[src/rtl/t01_clkdiv_pkg.sv]
// Shared defaults and types for the multi-channel clock divider.
// Imported by the channel slice, the top level and the bench.
package t01_clkdiv_pkg;

   localparam int CLKDIV_CNT_W       = 11;
   localparam int CLKDIV_DEFAULT_DIV = 1250;

   typedef logic [CLKDIV_CNT_W-1:0] div_t;

   // Channel-select width, never narrower than one bit.
   function automatic int ch_w(input int n);
      return (n > 1) ? $clog2(n) : 1;
   endfunction

endpackage

[src/rtl/t01_clkdiv_chan.sv]
// One divider channel: counter, divisor register, toggle and tick.
// Half period is div+1 cycles; the wrap always uses the divisor held before a write.
module t01_clkdiv_chan
   import t01_clkdiv_pkg::*;
#(
   parameter int CNT_W       = CLKDIV_CNT_W,
   parameter int DEFAULT_DIV = CLKDIV_DEFAULT_DIV
) (
   input  logic             clk,
   input  logic             rst,
   input  logic             i_en,
   input  logic             i_clr,
   input  logic             i_wr,
   input  logic [CNT_W-1:0] i_div,
   output logic             o_clk,
   output logic             o_tick
);

   localparam logic [CNT_W-1:0] DIV_RST = CNT_W'(DEFAULT_DIV);

   logic [CNT_W-1:0] r_cnt;
   logic [CNT_W-1:0] r_div;
   logic             r_clk;
   logic             r_tick;
   logic             w_wrap;

   // ">=" rather than "==" so a divisor shrunk below cnt wraps at once.
   assign w_wrap = (r_cnt >= r_div);

   always_ff @(posedge clk or posedge rst) begin
      if (rst) begin
         r_div <= DIV_RST;
      end else if (i_wr) begin
         r_div <= i_div;
      end
   end

   always_ff @(posedge clk or posedge rst) begin
      if (rst) begin
         r_cnt  <= '0;
         r_clk  <= 1'b0;
         r_tick <= 1'b0;
      end else if (i_clr) begin
         r_cnt  <= '0;
         r_clk  <= 1'b0;
         r_tick <= 1'b0;
      end else if (!i_en) begin
         r_cnt  <= '0;
         r_tick <= 1'b0;
      end else if (!w_wrap) begin
         r_cnt  <= r_cnt + 1'b1;
         r_tick <= 1'b0;
      end else begin
         r_cnt  <= '0;
         r_clk  <= ~r_clk;
         r_tick <= 1'b1;
      end
   end

   assign o_clk  = r_clk;
   assign o_tick = r_tick;

endmodule

[src/rtl/t01_clkdiv_multi.sv]
// Multi-channel programmable clock divider / tick generator.
// Holds the divisor write decode, the channel range check and wr_err_o.
module t01_clkdiv_multi
   import t01_clkdiv_pkg::*;
#(
   parameter  int NUM_CH      = 4,
   parameter  int CNT_W       = CLKDIV_CNT_W,
   parameter  int DEFAULT_DIV = CLKDIV_DEFAULT_DIV,
   localparam int CH_W        = ch_w(NUM_CH)
) (
   input  logic              clk,
   input  logic              rst,
   input  logic [NUM_CH-1:0] en_i,
   input  logic              sync_clr_i,
   input  logic              wr_en_i,
   input  logic [CH_W-1:0]   wr_ch_i,
   input  logic [CNT_W-1:0]  wr_div_i,
   output logic [NUM_CH-1:0] clk_o,
   output logic [NUM_CH-1:0] tick_o,
   output logic              wr_err_o
);

   logic              w_in_rng;
   logic              w_wr_ok;
   logic [NUM_CH-1:0] w_wr_sel;
   logic              r_wr_err;

   assign w_in_rng = (32'(wr_ch_i) < 32'(NUM_CH));
   assign w_wr_ok  = wr_en_i && w_in_rng;

   always_ff @(posedge clk or posedge rst) begin
      if (rst) begin
         r_wr_err <= 1'b0;
      end else begin
         r_wr_err <= wr_en_i && !w_in_rng;
      end
   end

   assign wr_err_o = r_wr_err;

   for (genvar c = 0; c < NUM_CH; c++) begin : g_ch
      assign w_wr_sel[c] = w_wr_ok && (wr_ch_i == CH_W'(c));

      t01_clkdiv_chan #(
         .CNT_W       (CNT_W),
         .DEFAULT_DIV (DEFAULT_DIV)
      ) u_chan (
         .clk    (clk),
         .rst    (rst),
         .i_en   (en_i[c]),
         .i_clr  (sync_clr_i),
         .i_wr   (w_wr_sel[c]),
         .i_div  (wr_div_i),
         .o_clk  (clk_o[c]),
         .o_tick (tick_o[c])
      );
   end

endmodule

[config.mk]
export PLATFORM = sky130hd
export DESIGN_NAME = t01_clkdiv_multi
export DESIGN_NICKNAME = d
export VERILOG_FILES = /design/src/rtl/t01_clkdiv_pkg.sv /design/src/rtl/t01_clkdiv_chan.sv /design/src/rtl/t01_clkdiv_multi.sv
export SDC_FILE = /design/constraint.sdc
export NUM_CORES = 1
export LEC_CHECK = 0
export BUFFER_PORTS_ARGS = -buffer_cell sky130_fd_sc_hd__buf_2
export CAP_MARGIN = 25
export CORE_UTILIZATION = 40
export CTS_CLUSTER_DIAMETER = 100
export CTS_CLUSTER_SIZE = 8
export DETAILED_ROUTE_END_ITERATION = 12
export PLACE_DENSITY = 0.58
export SETUP_SLACK_MARGIN = 0.1
export SLEW_MARGIN = 25
export SYNTH_ARGS = -nofsm -noshare
export SYNTH_HDL_FRONTEND = slang
export SYNTH_HIERARCHICAL = 1
export SYNTH_SLANG_ARGS = --single-unit
[constraint.sdc]
create_clock -name clk -period 4.3 [get_ports clk]
set_input_delay 0.86 -clock clk [delete_from_list [all_inputs] [get_ports clk]]
set_output_delay 0.86 -clock clk [all_outputs]
set_load 0.03 [all_outputs]
# Yosys cells after proc, flatten, opt, wreduce, memory -nomap -nowiden
# Cells that the tools add are included.
op_classes:
  n_addsub: 4
  mul: 0
  div: 0
  magnitude_cmp: 4
  n_eq_ne: 3
  shifts: 0
  mux: 36
  n_bitwise: 4
  reduce_logical: 17
ops:
  columns: ["op", "n"]
  rows:
  - ["$mux W11", 12]
  - ["$add A11 B1 Y11 const B", 4]
  - ["$ge A11 B11 Y1", 4]
  - ["$mux W1", 24]
  - ["$reduce_bool A2 Y1", 8]
  - ["$reduce_and A2 Y1", 4]
  - ["$eq A2 B2 Y1 const B", 2]
  - ["$logic_and A1 B1 Y1", 4]
  - ["$not A1 Y1", 4]
  - ["$eq A2 B1 Y1 const B", 1]
  - ["$logic_not A2 Y1", 1]
word_totals:
  regBits: 96
  latch_bits: 0
  mem_bits_rw: 0
  rom_bits: 0
  out_inout_bits: 9
  memories: 0

# Depth between registers and ports, before layout
# Gate-level depths: netlist (run 1).
logic_depth:
  word_depth: 4
  mapped_depth: 8
  ltp_nobuf: 7

# By module
# The synthesis (run 1) kept the hierarchy.
by_module_without_submodules:
  columns: ["mod", "instances", "cells_each", "area_per_inst_um2"]
  rows:
  - ["t01_clkdiv_chan (g_ch[0].u_chan ...)", 3, 132, 1337.5]
  - ["t01_clkdiv_chan (g_ch[1].u_chan)", 1, 133, 1255.0]
  - ["t01_clkdiv_multi", 1, 6, 48.8]

# Least setup slack after synthesis (run 1)
# Ideal clock, no wire load.
synth_timing:
  kind: "register -> register"
  startpoint: "register g_ch[0].u_chan.r_div[10]"
  endpoint: "register g_ch[0].u_chan.r_clk"
  t_arrival_ps: 1659
  t_required_ps: 4172
  slack_ps: 2514
  path_stages_with_launch: 7
  period_less_slack_ps: 1786
  cell_sequence: "dfstp_2 -> inv_1 -> ha_1 -> nand4_2 -> nand3b_1 -> a31oi_1 -> mux2_1"
synth_via:
  elab_chain_cells: 3
synth_lines:
  columns: ["element", "line", "text"]
  rows:
  - ["from (decl)", "t01_clkdiv_chan.sv:22", "logic [CNT_W-1:0] r_div;"]
  - ["from (signal assigned)", "t01_clkdiv_chan.sv:34", "r_div <= i_div;"]
  - ["$ge A11 B11 Y1", "t01_clkdiv_chan.sv:28", "assign w_wrap = (r_cnt >= r_div);"]
  - ["$reduce_bool A2 Y1 (no line)", null, null]
  - ["$reduce_and A2 Y1 (no line)", null, null]
  - ["to (signal assigned)", "t01_clkdiv_chan.sv:55", "r_clk <= ~r_clk;"]
  - ["to (decl)", "t01_clkdiv_chan.sv:23", "logic r_clk;"]
# No other way between the ends.
# A chain may end at the register's enable or synchronous reset.

# Worst setup path in the final report (run 1)
layout_timing:
  startpoint: "register g_ch[2].u_chan.r_div[6]"
  endpoint: "register g_ch[2].u_chan.r_cnt[10]"
layout_via:
  elab_chain_cells: 4
layout_lines:
  columns: ["element", "line", "text"]
  rows:
  - ["from (decl)", "t01_clkdiv_chan.sv:22", null]
  - ["from (signal assigned)", "t01_clkdiv_chan.sv:34", null]
  - ["$ge A11 B11 Y1", "t01_clkdiv_chan.sv:28", null]
  - ["$mux W11", "t01_clkdiv_chan.sv:50", "end else if (!w_wrap) begin"]
  - ["$mux W11", "t01_clkdiv_chan.sv:47", "end else if (!i_en) begin"]
  - ["$mux W11", "t01_clkdiv_chan.sv:43", "end else if (i_clr) begin"]
  - ["to (signal assigned)", "t01_clkdiv_chan.sv:51", "r_cnt <= r_cnt + 1'b1;"]
  - ["to (decl)", "t01_clkdiv_chan.sv:21", "logic [CNT_W-1:0] r_cnt;"]
# No other way between the ends.

==> results of run 1 <==
synthesized netlist by cell type, drive strengths merged:
master / instances
dfrtp: 76
nand2: 69
nor2: 69
inv: 58
o21ai: 49
ha: 48
a21oi: 23
dfstp: 20
xor2: 20
nand3: 17
xnor2: 16
nand4: 11
clkbuf: 8
mux2: 8
nor2b: 8
buf: 5
nand2b: 4
nor3: 4
a211oi: 3
a311oi: 3
a31oi: 3
nand3b: 3
o2111ai: 3
and3b: 2
a21boi: 1
and3: 1
conb: 1
nor3b: 1
o31ai: 1
worst paths after layout:
path	startpoint	endpoint	slack (ns)	cells past startpoint
worst min register to register	g_ch[1].u_chan/r_cnt[0]$_DFF_PP0_	g_ch[1].u_chan/r_cnt[0]$_DFF_PP0_	0.49	1
worst min-delay path	g_ch[1].u_chan/r_cnt[0]$_DFF_PP0_	g_ch[1].u_chan/r_cnt[0]$_DFF_PP0_	0.49	1
worst max-delay path	g_ch[2].u_chan/r_div[6]$_DFFE_PP1P_	g_ch[2].u_chan/r_cnt[10]$_DFF_PP0_	2.16	7
max in group asynchronous	rst	g_ch[1].u_chan/r_div[10]$_DFFE_PP1P_	3.19	3
worst max register to register	g_ch[2].u_chan/r_div[6]$_DFFE_PP1P_	g_ch[2].u_chan/r_cnt[10]$_DFF_PP0_	2.16	7
min in group asynchronous	rst	g_ch[1].u_chan/r_cnt[0]$_DFF_PP0_	0.56	2
flip-flops by register name, summed over array words and instances, names as in the netlist:
name,cells
g_ch.u_chan/r_cnt,44
g_ch.u_chan/r_div,44
g_ch.u_chan/o_clk,4
g_ch.u_chan/o_tick,4
worst max-delay path, cell delays in order, from the launching register on:
cell and delay (ns):
dfstp_2 0.52, inv_1 0.05, ha_1 0.29, nand2_1 0.08, o21ai_2 0.21, a21oi_1 0.08
o2111ai_2 0.66, nor2_1 0.10
power by group through the flow:
stage          sequential (mW)  clock (mW)  combinational, mW
2_1_floorplan             1.03           0              0.238
3_3_place_gp              1.04           0              0.296
3_5_place_dp              1.04           0              0.314
4_1_cts                   1.02       0.805              0.316
5_1_grt                   1.03       0.842              0.362
6_report                  1.02       0.781              0.313
layout by cell type (no fill, tap or decap), types with 7 or more instances in the layout:
cell type,synthesis,routed
dfrtp_1,76,76
nand2_1,69,69
inv_1,58,56
ha_1,48,48
o21ai_0,40,40
nor2_1,36,36
nor2_2,30,30
buf_2,0,28
xor2_1,20,20
dfstp_2,20,20
nand3_1,17,17
a21oi_1,16,16
xnor2_1,16,16
clkbuf_16,0,9
nand4_1,8,8
a21oi_2,7,7
per-layer routing:
metal	vias up	part of all wire	GRT usage
met1	1682	0.49	0.220
met3	15	0.032	0.0304
li1	1816	-	-
met5	-	0	0
met4	0	0.019	0.0700
met2	41	0.46	0.261
final cells by class:
class | instances | area [um2] | area share
Clock buffer | 12 | 236 | 0.0400
Clock inverter | 4 | 45.0 | 0.00763
Inverter | 58 | 218 | 0.0369
Multi-Input combinational cell | 368 | 2600 | 0.440
Sequential cell | 96 | 2430 | 0.411
Tap cell | 172 | 215 | 0.0364
Timing Repair Buffer | 30 | 166 | 0.0282
cell families (layout without fill, tap and decap cells):
| family | Yosys count | count (layout) | share of synthesized area |
|---|---|---|---|
| XOR/XNOR | 36 | 36 | 0.0593 |
| AO/OA/AOI/OAI | 86 | 86 | 0.115 |
| adder cells (fa/ha/maj) | 48 | 48 | 0.113 |
| multiplexers | 8 | 8 | 0.0169 |
| AND/OR/NAND/NOR | 189 | 189 | 0.183 |
| other | 1 | 1 | 0.000705 |
| buffers and inverters | 71 | 104 | 0.0558 |
| flip-flops | 96 | 96 | 0.457 |
through the flow:
step	power, mW	util
after CTS	2.15	0.460
final	2.12	0.462
after detailed placement	1.35	0.438
after global routing	2.24	0.462
after global placement	1.33	0.438
after floorplan	1.27	-
==> metrics.md, run 1 <==
| Metric | Value |
|---|---|
| Antenna violations before repair | 0 |
| Drt pass-1 iters | 4 |
| Overall Global Routing Usage | 0.164 |
| Final WS setup | 2.16 ns |
| Final hold violations | 0 |
| CTS clk-pin slew, worst paths | 0.07 ns |
| Cts bufs inserted | 9 |
| Synthesized cell area | 5320 um2 |
| CTS tree | done |
| Sw frac | 0.263 |
| Final cell count without fillers | 740 |
| Synth warn | 6 |
| Detailed Place HPWL | 7420 um |
| CP required | 4.50 ns |
| Number of global-route vias before repair | 3466 |
| Register area share after synthesis | 0.457 |
| Fillers | 1211 |
| Post-CTS Resized | 0 |
| Clock Power Share | 0.369 |
| Sequential share of power | 0.484 |
| Outcome | finished clean |
| Area share of the largest cell type after synthesis | 0.358 |
| H-tree depth | 3 |
| Area of placed instances | 5590 um2 |
| Avg Vias per Cell | 4.80 |
| Die Y | 117 um |
| Max Slew Vio Count | 0 |
| Largest net degree at the start of global routing | 25 |
| Final Critical Period | 2.14 ns |
| Pwr dens | 358 nW/um2 |
| Number of vias in the routed layout | 3554 |
| DRT antenna net count | 0 |
| CP Capture Type | flop |
| Number of diodes | 0 |
| Die Span X | 117 um |
| IO Port Bufs | 28 |
| Unrepaired setup endpoints after global routing | false |
| Switch Pwr | 557 uW |
| Syn_area_per_cell | 9.94 um2 |
| Hold_buf cts | 0 |
| Final Routed Wirelength | 10000 um |
| Die footprint | 13800 um2 |
| Initial Util | 0.416 |
| First-pass GRT wire length | 16900 um |
| Clk sink count | 96 |
| Core area | 12800 um2 |
| #FFs+latches synth | 96 |
| Setup Skew | 0.00597 ns |
| Crit share post-route | 0.497 |
| Critical path startpoint category | flop |
| Synth area leaders | dfrtp_1 (36%), ha_1 (11%), dfstp_2 (9.9%) |
| Slew @ Worst Pin | 0.863 ns |
| Finished layout cell area | 5910 um2 |
| Max Fclk | 0.468 GHz |
| Insertion delay to the later sink of the worst-skew pair | 0.34 ns |
| WL/cell | 13.5 um |
| CP max FO | 11 |
| Place WS | 1.91 ns |
| Design internal power | 1.56 mW |
| NumNets Final | 632 |
| Final Setup Violations | 0 |
| Cell taking the most area after synthesis | dfrtp_1 |
| Number of max-cap violations | 0 |
| Clk buf depth | 2 |
| Worst hold path type | reg2reg |
| Critical path arrival | 2.34 ns |
| Post-CTS setup buffers | 0 |
| # DRC | 0 |
| Post-route worst hold slack | 0.492 ns |
| Share of cells above drive strength 1 | 0.234 |
| VDD IR-drop max | 195 uV |
| I/O pins | 30 |
| Cells after DPL | 722 |
| Grt total ovfl | 0 |
| Syn-to-layout area delta | 11.1% |
| Gp weighted congestion | 0.798 |
| Synth Instances | 535 |
| Syn nets | 604 |
| Gate power share | 0.148 |
| Initial drt markers | 212 |
| Clock root buffer | clkbuf_16 |
| Leak Pwr | 2.67 nW |
| Rows | 41 |
| Setup TNS | 0 ns |
| Synth unique cells | 40 |
| CP Class | reg2reg |
| Worst slew margin | 0.421 |
Note: power is estimated with default switching activity, not from simulation.
==> inputs of run 2 (changes only) <==
==> constraint.sdc (replaced) <==
create_clock -name clk -period 2.15 [get_ports clk]
set_input_delay 0.43 -clock clk [delete_from_list [all_inputs] [get_ports clk]]
set_output_delay 0.43 -clock clk [all_outputs]
set_load 0.03 [all_outputs]
==> metrics.md, run 2 (same netlist as run 1, synthesis figures left out) <==
| Metric | Value |
|---|---|
| Critical path arrival | 2.14 ns (was 2.34 ns) |
| CTS clk-pin slew, worst paths | 0.06 ns (was 0.07 ns) |
| Max Slew Vio Count | 0 (unchanged) |
| Unrepaired setup endpoints after global routing | false (unchanged) |
| Reg-to-reg slack, setup | 0.24 ns (was 2.16 ns) |
| Final hold violations | 0 (unchanged) |
| Avg Vias per Cell | 4.81 (was 4.80) |
| Pwr dens | 730 nW/um2 (was 358 nW/um2) |
| Cts bufs inserted | 9 (unchanged) |
| Clock root buffer | clkbuf_16 (unchanged) |
| Crit share post-route | 0.890 (was 0.497) |
| Top flop regs | g_ch.u_chan/r_cnt (44), g_ch.u_chan/r_div (44) (unchanged) |
| Finished layout cell area | 5990 um2 (was 5910 um2) |
| Number of max-cap violations | 0 (unchanged) |
| Commonest non-fill, non-tap cell in the layout | dfrtp_1 (unchanged) |
| Core area | 12800 um2 (unchanged) |
| Area of placed instances | 5680 um2 (was 5590 um2) |
| Die Y | 117 um (unchanged) |
| Largest net degree at the start of global routing | 25 (unchanged) |
| Insertion delay to the later sink of the worst-skew pair | 0.35 ns (was 0.34 ns) |
| Syn-to-layout area delta | 12.8% (was 11.1%) |
| Critical path, cell by cell | inv_1, ha_1, nand4_2, nand3b_1, a31oi_1, mux2_1 (was inv_1, ha_1, nand2_1, o21ai_2, a21oi_1, o2111ai_2, nor2_1) |
| Post-CTS Resized | 0 (unchanged) |
| WP buf/inv | 1 (unchanged) |
| H-tree depth | 3 (unchanged) |
| Grt total ovfl | 0 (unchanged) |
| CP max FO | 3 (was 11) |
| Max Fclk | 0.523 GHz (was 0.468 GHz) |
| Clk buf depth | 2 (unchanged) |
| Hold_buf cts | 0 (unchanged) |
| Share of cells above drive strength 1 | 0.250 (was 0.234) |
| VDD IR-drop max | 372 uV (was 195 uV) |
| # DRC | 0 (unchanged) |
| Die Span X | 117 um (unchanged) |
| Worst hold path type | in2async (was reg2reg) |
| Final Routed Wirelength | 10200 um (was 10000 um) |
| Clk sink count | 96 (unchanged) |
| Initial Util | 0.416 (unchanged) |
| First-pass GRT wire length | 17100 um (was 16900 um) |
| I/O pins | 30 (unchanged) |
| IO Port Bufs | 28 (unchanged) |
| Gp weighted congestion | 0.755 (was 0.798) |
| CP Class | reg2reg (unchanged) |
| Setup TNS | 0 ns (unchanged) |
| WL/cell | 13.6 um (was 13.5 um) |
| Number of diodes | 0 (unchanged) |
| Setup Skew | 0.00370 ns (was 0.00597 ns) |
| Detailed Place HPWL | 7590 um (was 7420 um) |
| Slowest-stage cell, CP | dfstp_2 (was o2111ai_2) |
| Outcome | finished clean (unchanged) |
| Number of global-route vias before repair | 3466 (unchanged) |
| Crit path max-delay family | flip-flops (was compound AO/OA/AOI/OAI gates) |
| Final Setup Violations | 0 (unchanged) |
| Max incr delay on CP | 0.51 ns (was 0.66 ns) |
| DRT antenna net count | 0 (unchanged) |
| Die footprint | 13800 um2 (unchanged) |
| NumNets Final | 641 (was 632) |
| Number of vias in the routed layout | 3605 (was 3554) |
| Initial drt markers | 193 (was 212) |
| Post-CTS setup buffers | 0 (unchanged) |
| CP required | 2.38 ns (was 4.50 ns) |
| CP Capture Type | flop (unchanged) |
| Final Critical Period | 1.91 ns (was 2.14 ns) |
| CTS tree | done (unchanged) |
| Rows | 41 (unchanged) |
| Drt pass-1 iters | 4 (unchanged) |
| Critical path startpoint category | flop (unchanged) |
| Overall Global Routing Usage | 0.167 (was 0.164) |
| Leak Pwr | 2.74 nW (was 2.67 nW) |
| Antenna violations before repair | 0 (unchanged) |
| Most frequent cells in the layout | dfrtp_1 (76), nand2_1 (69), inv_1 (58), ha_1 (48), o21ai_0 (40) (was dfrtp_1 (76), nand2_1 (69), inv_1 (56), ha_1 (48), o21ai_0 (40)) |
==> run 2: changes by cell type in the layout (fill, tap and decap cells not counted), sizes merged <==
cell	previous run	this run
buf	30	39
clkinv	5	1
clkbuf	12	14
inv	56	58
==> run 2: layout make-up <==
cell class | count | area, um2
clock buffer | 14 | 284
clock inverter | 2 | 35.0
fill | 1212 | 6780
inverter | 58 | 218
multi-input combinational | 368 | 2590
sequential | 96 | 2430
tap | 172 | 215
timing repair buffer | 39 | 223
==> run 2: path summary, 6_finish.rpt <==
| check | startpoint | end | depth (start not counted) |
|---|---|---|---|
| max | g_ch[0].u_chan/r_div[10]$_DFFE_PP1P_ | g_ch[0].u_chan/o_clk$_DFFE_PP0P_ | 6 |
| min | rst | g_ch[2].u_chan/o_tick$_DFF_PP0_ | 3 |
| max reg2reg | g_ch[0].u_chan/r_div[10]$_DFFE_PP1P_ | g_ch[0].u_chan/o_clk$_DFFE_PP0P_ | 6 |
| min reg2reg | g_ch[1].u_chan/r_cnt[0]$_DFF_PP0_ | g_ch[1].u_chan/r_cnt[0]$_DFF_PP0_ | 1 |
| max in group asynchronous | rst | g_ch[2].u_chan/r_div[10]$_DFFE_PP1P_ | 3 |
| min in group clk | en_i[2] | g_ch[2].u_chan/o_tick$_DFF_PP0_ | 3 |
==> run 2: per-layer routing <==
metal,wire [um],global-route usage,part of all wire,up-vias
met4,165,0.0734,0.016,0
li1,-,-,-,1836
met1,4990,0.221,0.49,1724
met3,292,0.0299,0.029,11
met5,0,0,0,-
met2,4750,0.267,0.47,34
==> run 2: worst register-to-register path, stage by stage (launching register included) <==
cell and delay (ns):
dfstp_2 0.51, inv_1 0.04, ha_1 0.36, nand4_2 0.14, nand3b_1 0.20, a31oi_1 0.19
mux2_1 0.35
==> run 2: per-stage QoR <==
| stage | total power, mW | worst slack (ns) | std cells | util | hold slack (ns) |
|---|---|---|---|---|---|
| 4_1_cts | 4.44 | 0.236 | 749 | 0.469 | 0.172 |
| 2_1_floorplan | 2.55 | 0.364 | 535 | - | 0.441 |
| 5_1_grt | 4.61 | 0.139 | 749 | 0.469 | 0.208 |
| 3_5_place_dp | 2.72 | 0.256 | 733 | 0.444 | 0.477 |
| 3_3_place_gp | 2.69 | 0.297 | 733 | 0.444 | 0.474 |
| 6_report | 4.38 | 0.237 | 749 | 0.469 | 0.164 |
==> run 2: power by group <==
group | switching, mW | internal (mW) | leakage (nW)
combinational | 0.406 | 0.231 | 1.35
sequential | 0.0471 | 2.00 | 1.23
clock | 0.668 | 1.03 | 0.159
==> inputs of run 3 (changes only) <==
--- a/config.mk
+++ b/config.mk
@@ -12,6 +12,7 @@
 export CTS_CLUSTER_SIZE = 8
 export DETAILED_ROUTE_END_ITERATION = 12
 export PLACE_DENSITY = 0.58
+export REMOVE_ABC_BUFFERS = 1
 export SETUP_SLACK_MARGIN = 0.1
 export SLEW_MARGIN = 25
 export SYNTH_ARGS = -nofsm -noshare
==> metrics.md, run 3 (same netlist as run 1, synthesis figures left out) <==
| Metric | Value |
|---|---|
| Most frequent cells in the layout | dfrtp_1 (76), nand2_1 (69), inv_1 (58), ha_1 (48), o21ai_0 (40) (unchanged) |
| Rows | 41 (unchanged) |
| Setup TNS | 0 ns (unchanged) |
| Setup Skew | 0.00911 ns (was 0.00370 ns) |
| Hold_buf cts | 0 (unchanged) |
| Grt total ovfl | 0 (unchanged) |
| RR Startpoint | g_ch[3].u_chan/r_div[10]$_DFFE_PP1P_ (was g_ch[0].u_chan/r_div[10]$_DFFE_PP1P_) |
| Worst reg-to-reg path cell count | 6 (unchanged) |
| First-pass GRT wire length | 17500 um (was 17100 um) |
| Reg-to-reg slack, setup | 0.24 ns (about the same) |
| Clock Power Share | 0.348 (was 0.387) |
| Overall Global Routing Usage | 0.171 (was 0.167) |
| Finished layout cell area | 5940 um2 (was 5990 um2) |
| Max incr delay on CP | 0.52 ns (was 0.51 ns) |
| Outcome | finished clean (unchanged) |
| Max Slew Vio Count | 0 (unchanged) |
| Number of diodes | 0 (unchanged) |
| IO Port Bufs | 28 (unchanged) |
| Critical path, cell by cell | inv_1, ha_1, nand4_2, nand3b_1, a31oi_1, mux2_1 (unchanged) |
| Insertion delay to the later sink of the worst-skew pair | 0.35 ns (about the same) |
| CTS clk-pin slew, worst paths | 0.06 ns (about the same) |
| H-tree depth | 3 (unchanged) |
| Critical path launch point | g_ch[3].u_chan/r_div[10]$_DFFE_PP1P_ (was g_ch[0].u_chan/r_div[10]$_DFFE_PP1P_) |
| NumNets Final | 642 (was 641) |
| Area of placed instances | 5680 um2 (about the same) |
| Number of global-route vias before repair | 3636 (was 3466) |
| Final Power | 4.13 mW (was 4.38 mW) |
| Number of max-cap violations | 0 (unchanged) |
| Gate power share | 0.155 (was 0.145) |
| Die Y | 117 um (unchanged) |
| Design internal power | 3.01 mW (was 3.26 mW) |
| Largest net degree at the start of global routing | 25 (unchanged) |
| CTS tree | done (unchanged) |
| Number of vias in the routed layout | 3642 (was 3605) |
| Clk buf depth | 2 (unchanged) |
| Detailed Place HPWL | 7810 um (was 7590 um) |
| WL/cell | 13.7 um (was 13.6 um) |
| Drt pass-1 iters | 4 (unchanged) |
| Initial drt markers | 149 (was 193) |
| Commonest non-fill, non-tap cell in the layout | dfrtp_1 (unchanged) |
| Final hold violations | 0 (unchanged) |
| Final Setup Violations | 0 (unchanged) |
| I/O pins | 30 (unchanged) |
| Die footprint | 13800 um2 (unchanged) |
| DRT antenna net count | 0 (unchanged) |
| Die Span X | 117 um (unchanged) |
| CP max FO | 3 (unchanged) |
| Core area | 12800 um2 (unchanged) |
| Sw frac | 0.271 (was 0.256) |
| Cts bufs inserted | 9 (unchanged) |
| Unrepaired setup endpoints after global routing | false (unchanged) |
| Initial Util | 0.416 (unchanged) |
| Top flop regs | g_ch.u_chan/r_cnt (44), g_ch.u_chan/r_div (44) (unchanged) |
| Critical path arrival | 2.13 ns (was 2.14 ns) |
| Avg Vias per Cell | 4.86 (was 4.81) |
| Worst setup endpoint | g_ch[3].u_chan/o_clk$_DFFE_PP0P_ (was g_ch[0].u_chan/o_clk$_DFFE_PP0P_) |
| Syn-to-layout area delta | 11.7% (was 12.8%) |
| Post-CTS Resized | 0 (unchanged) |
| Final Routed Wirelength | 10300 um (was 10200 um) |
| Final Critical Period | 1.91 ns (about the same) |
| Share of cells above drive strength 1 | 0.249 (was 0.250) |
| Post-route worst hold slack | 0.112 ns (was 0.164 ns) |
| Slowest-stage cell, CP | dfstp_2 (unchanged) |
| Final cell count without fillers | 750 (was 749) |
| # DRC | 0 (unchanged) |
| Antenna violations before repair | 0 (unchanged) |
| Sequential share of power | 0.497 (was 0.467) |
| Worst hold path type | in2async (unchanged) |
| CP required | 2.37 ns (was 2.38 ns) |
| VDD IR-drop max | 458 uV (was 372 uV) |
| Max Fclk | 0.523 GHz (about the same) |
| Crit share post-route | 0.889 (was 0.890) |
| FF-to-FF End | g_ch[3].u_chan/o_clk$_DFFE_PP0P_ (was g_ch[0].u_chan/o_clk$_DFFE_PP0P_) |
| Pwr dens | 694 nW/um2 (was 730 nW/um2) |
| Switch Pwr | 1.12 mW (about the same) |
| CP Capture Type | flop (unchanged) |
| Gp weighted congestion | 0.757 (was 0.755) |
| Post-CTS setup buffers | 0 (unchanged) |
| Clk sink count | 96 (unchanged) |
| CP Class | reg2reg (unchanged) |
| Cells after DPL | 734 (was 733) |
| Leak Pwr | 2.72 nW (was 2.74 nW) |
| Clock root buffer | clkbuf_16 (unchanged) |
| Critical path startpoint category | flop (unchanged) |
==> run 3: cell count changes in the layout (fill, tap and decap cells not counted), sizes merged <==
cell	delta
clkbuf	-3
clkinv	+4
bufinv	-1
buf	+1
==> run 3: metrics by stage <==
step	setup WS (ns)	util
after floorplan	0.221	-
after global placement	0.309	0.445
after detailed placement	0.247	0.445
after CTS	0.229	0.465
after global routing	0.107	0.465
final	0.239	0.465
==> run 3: final cells by class <==
cell class	count	area (um2)
Sequential cell	96	2430
Timing Repair Buffer	40	230
Fill cell	1242	6830
Clock buffer	11	233
Multi-Input combinational cell	368	2590
Inverter	58	218
Tap cell	172	215
Clock inverter	5	25.0
==> run 3: worst min path at each step <==
stage	start	end	slack, ns	cells after the start
6_report	rst	g_ch[0].u_chan/r_cnt[10]$_DFF_PP0_	0.11	2
5_1_grt	rst	g_ch[0].u_chan/r_cnt[10]$_DFF_PP0_	0.13	2
4_1_cts	rst	g_ch[0].u_chan/r_cnt[10]$_DFF_PP0_	0.10	2
3_5_place_dp	rst	g_ch[0].u_chan/r_cnt[4]$_DFF_PP0_	0.48	2
3_3_place_gp	rst	g_ch[0].u_chan/r_cnt[10]$_DFF_PP0_	0.48	2
2_1_floorplan	rst	g_ch[0].u_chan/o_clk$_DFFE_PP0P_	0.44	1
==> run 3: routing by layer <==
layer,vias to the layer above,wire [um],track usage
li1,1830,-,-
met3,6,659,0.0474
met1,1749,4680,0.226
met4,0,56,0.0380
met2,57,4890,0.281
met5,-,0,0
==> run 3: power groups by stage <==
stage	registers, mW	logic, mW	clock network (mW)
final	2.05	0.640	1.44
after global routing	2.07	0.741	1.58
after CTS	2.05	0.653	1.50
after detailed placement	2.08	0.649	0
after global placement	2.08	0.613	0
after floorplan	2.07	0.464	0
==> run 3: worst max-delay path: cells and delay by family (launching register included) <==
| kind | cells | cell delay (ns) |
|---|---|---|
| multiplexers | 1 | 0.34 |
| adder cells (fa/ha/maj) | 1 | 0.38 |
| AO/OA/AOI/OAI | 1 | 0.17 |
| AND/OR/NAND/NOR | 2 | 0.35 |
| buffers and inverters | 1 | 0.04 |
| flip-flops | 1 | 0.52 |
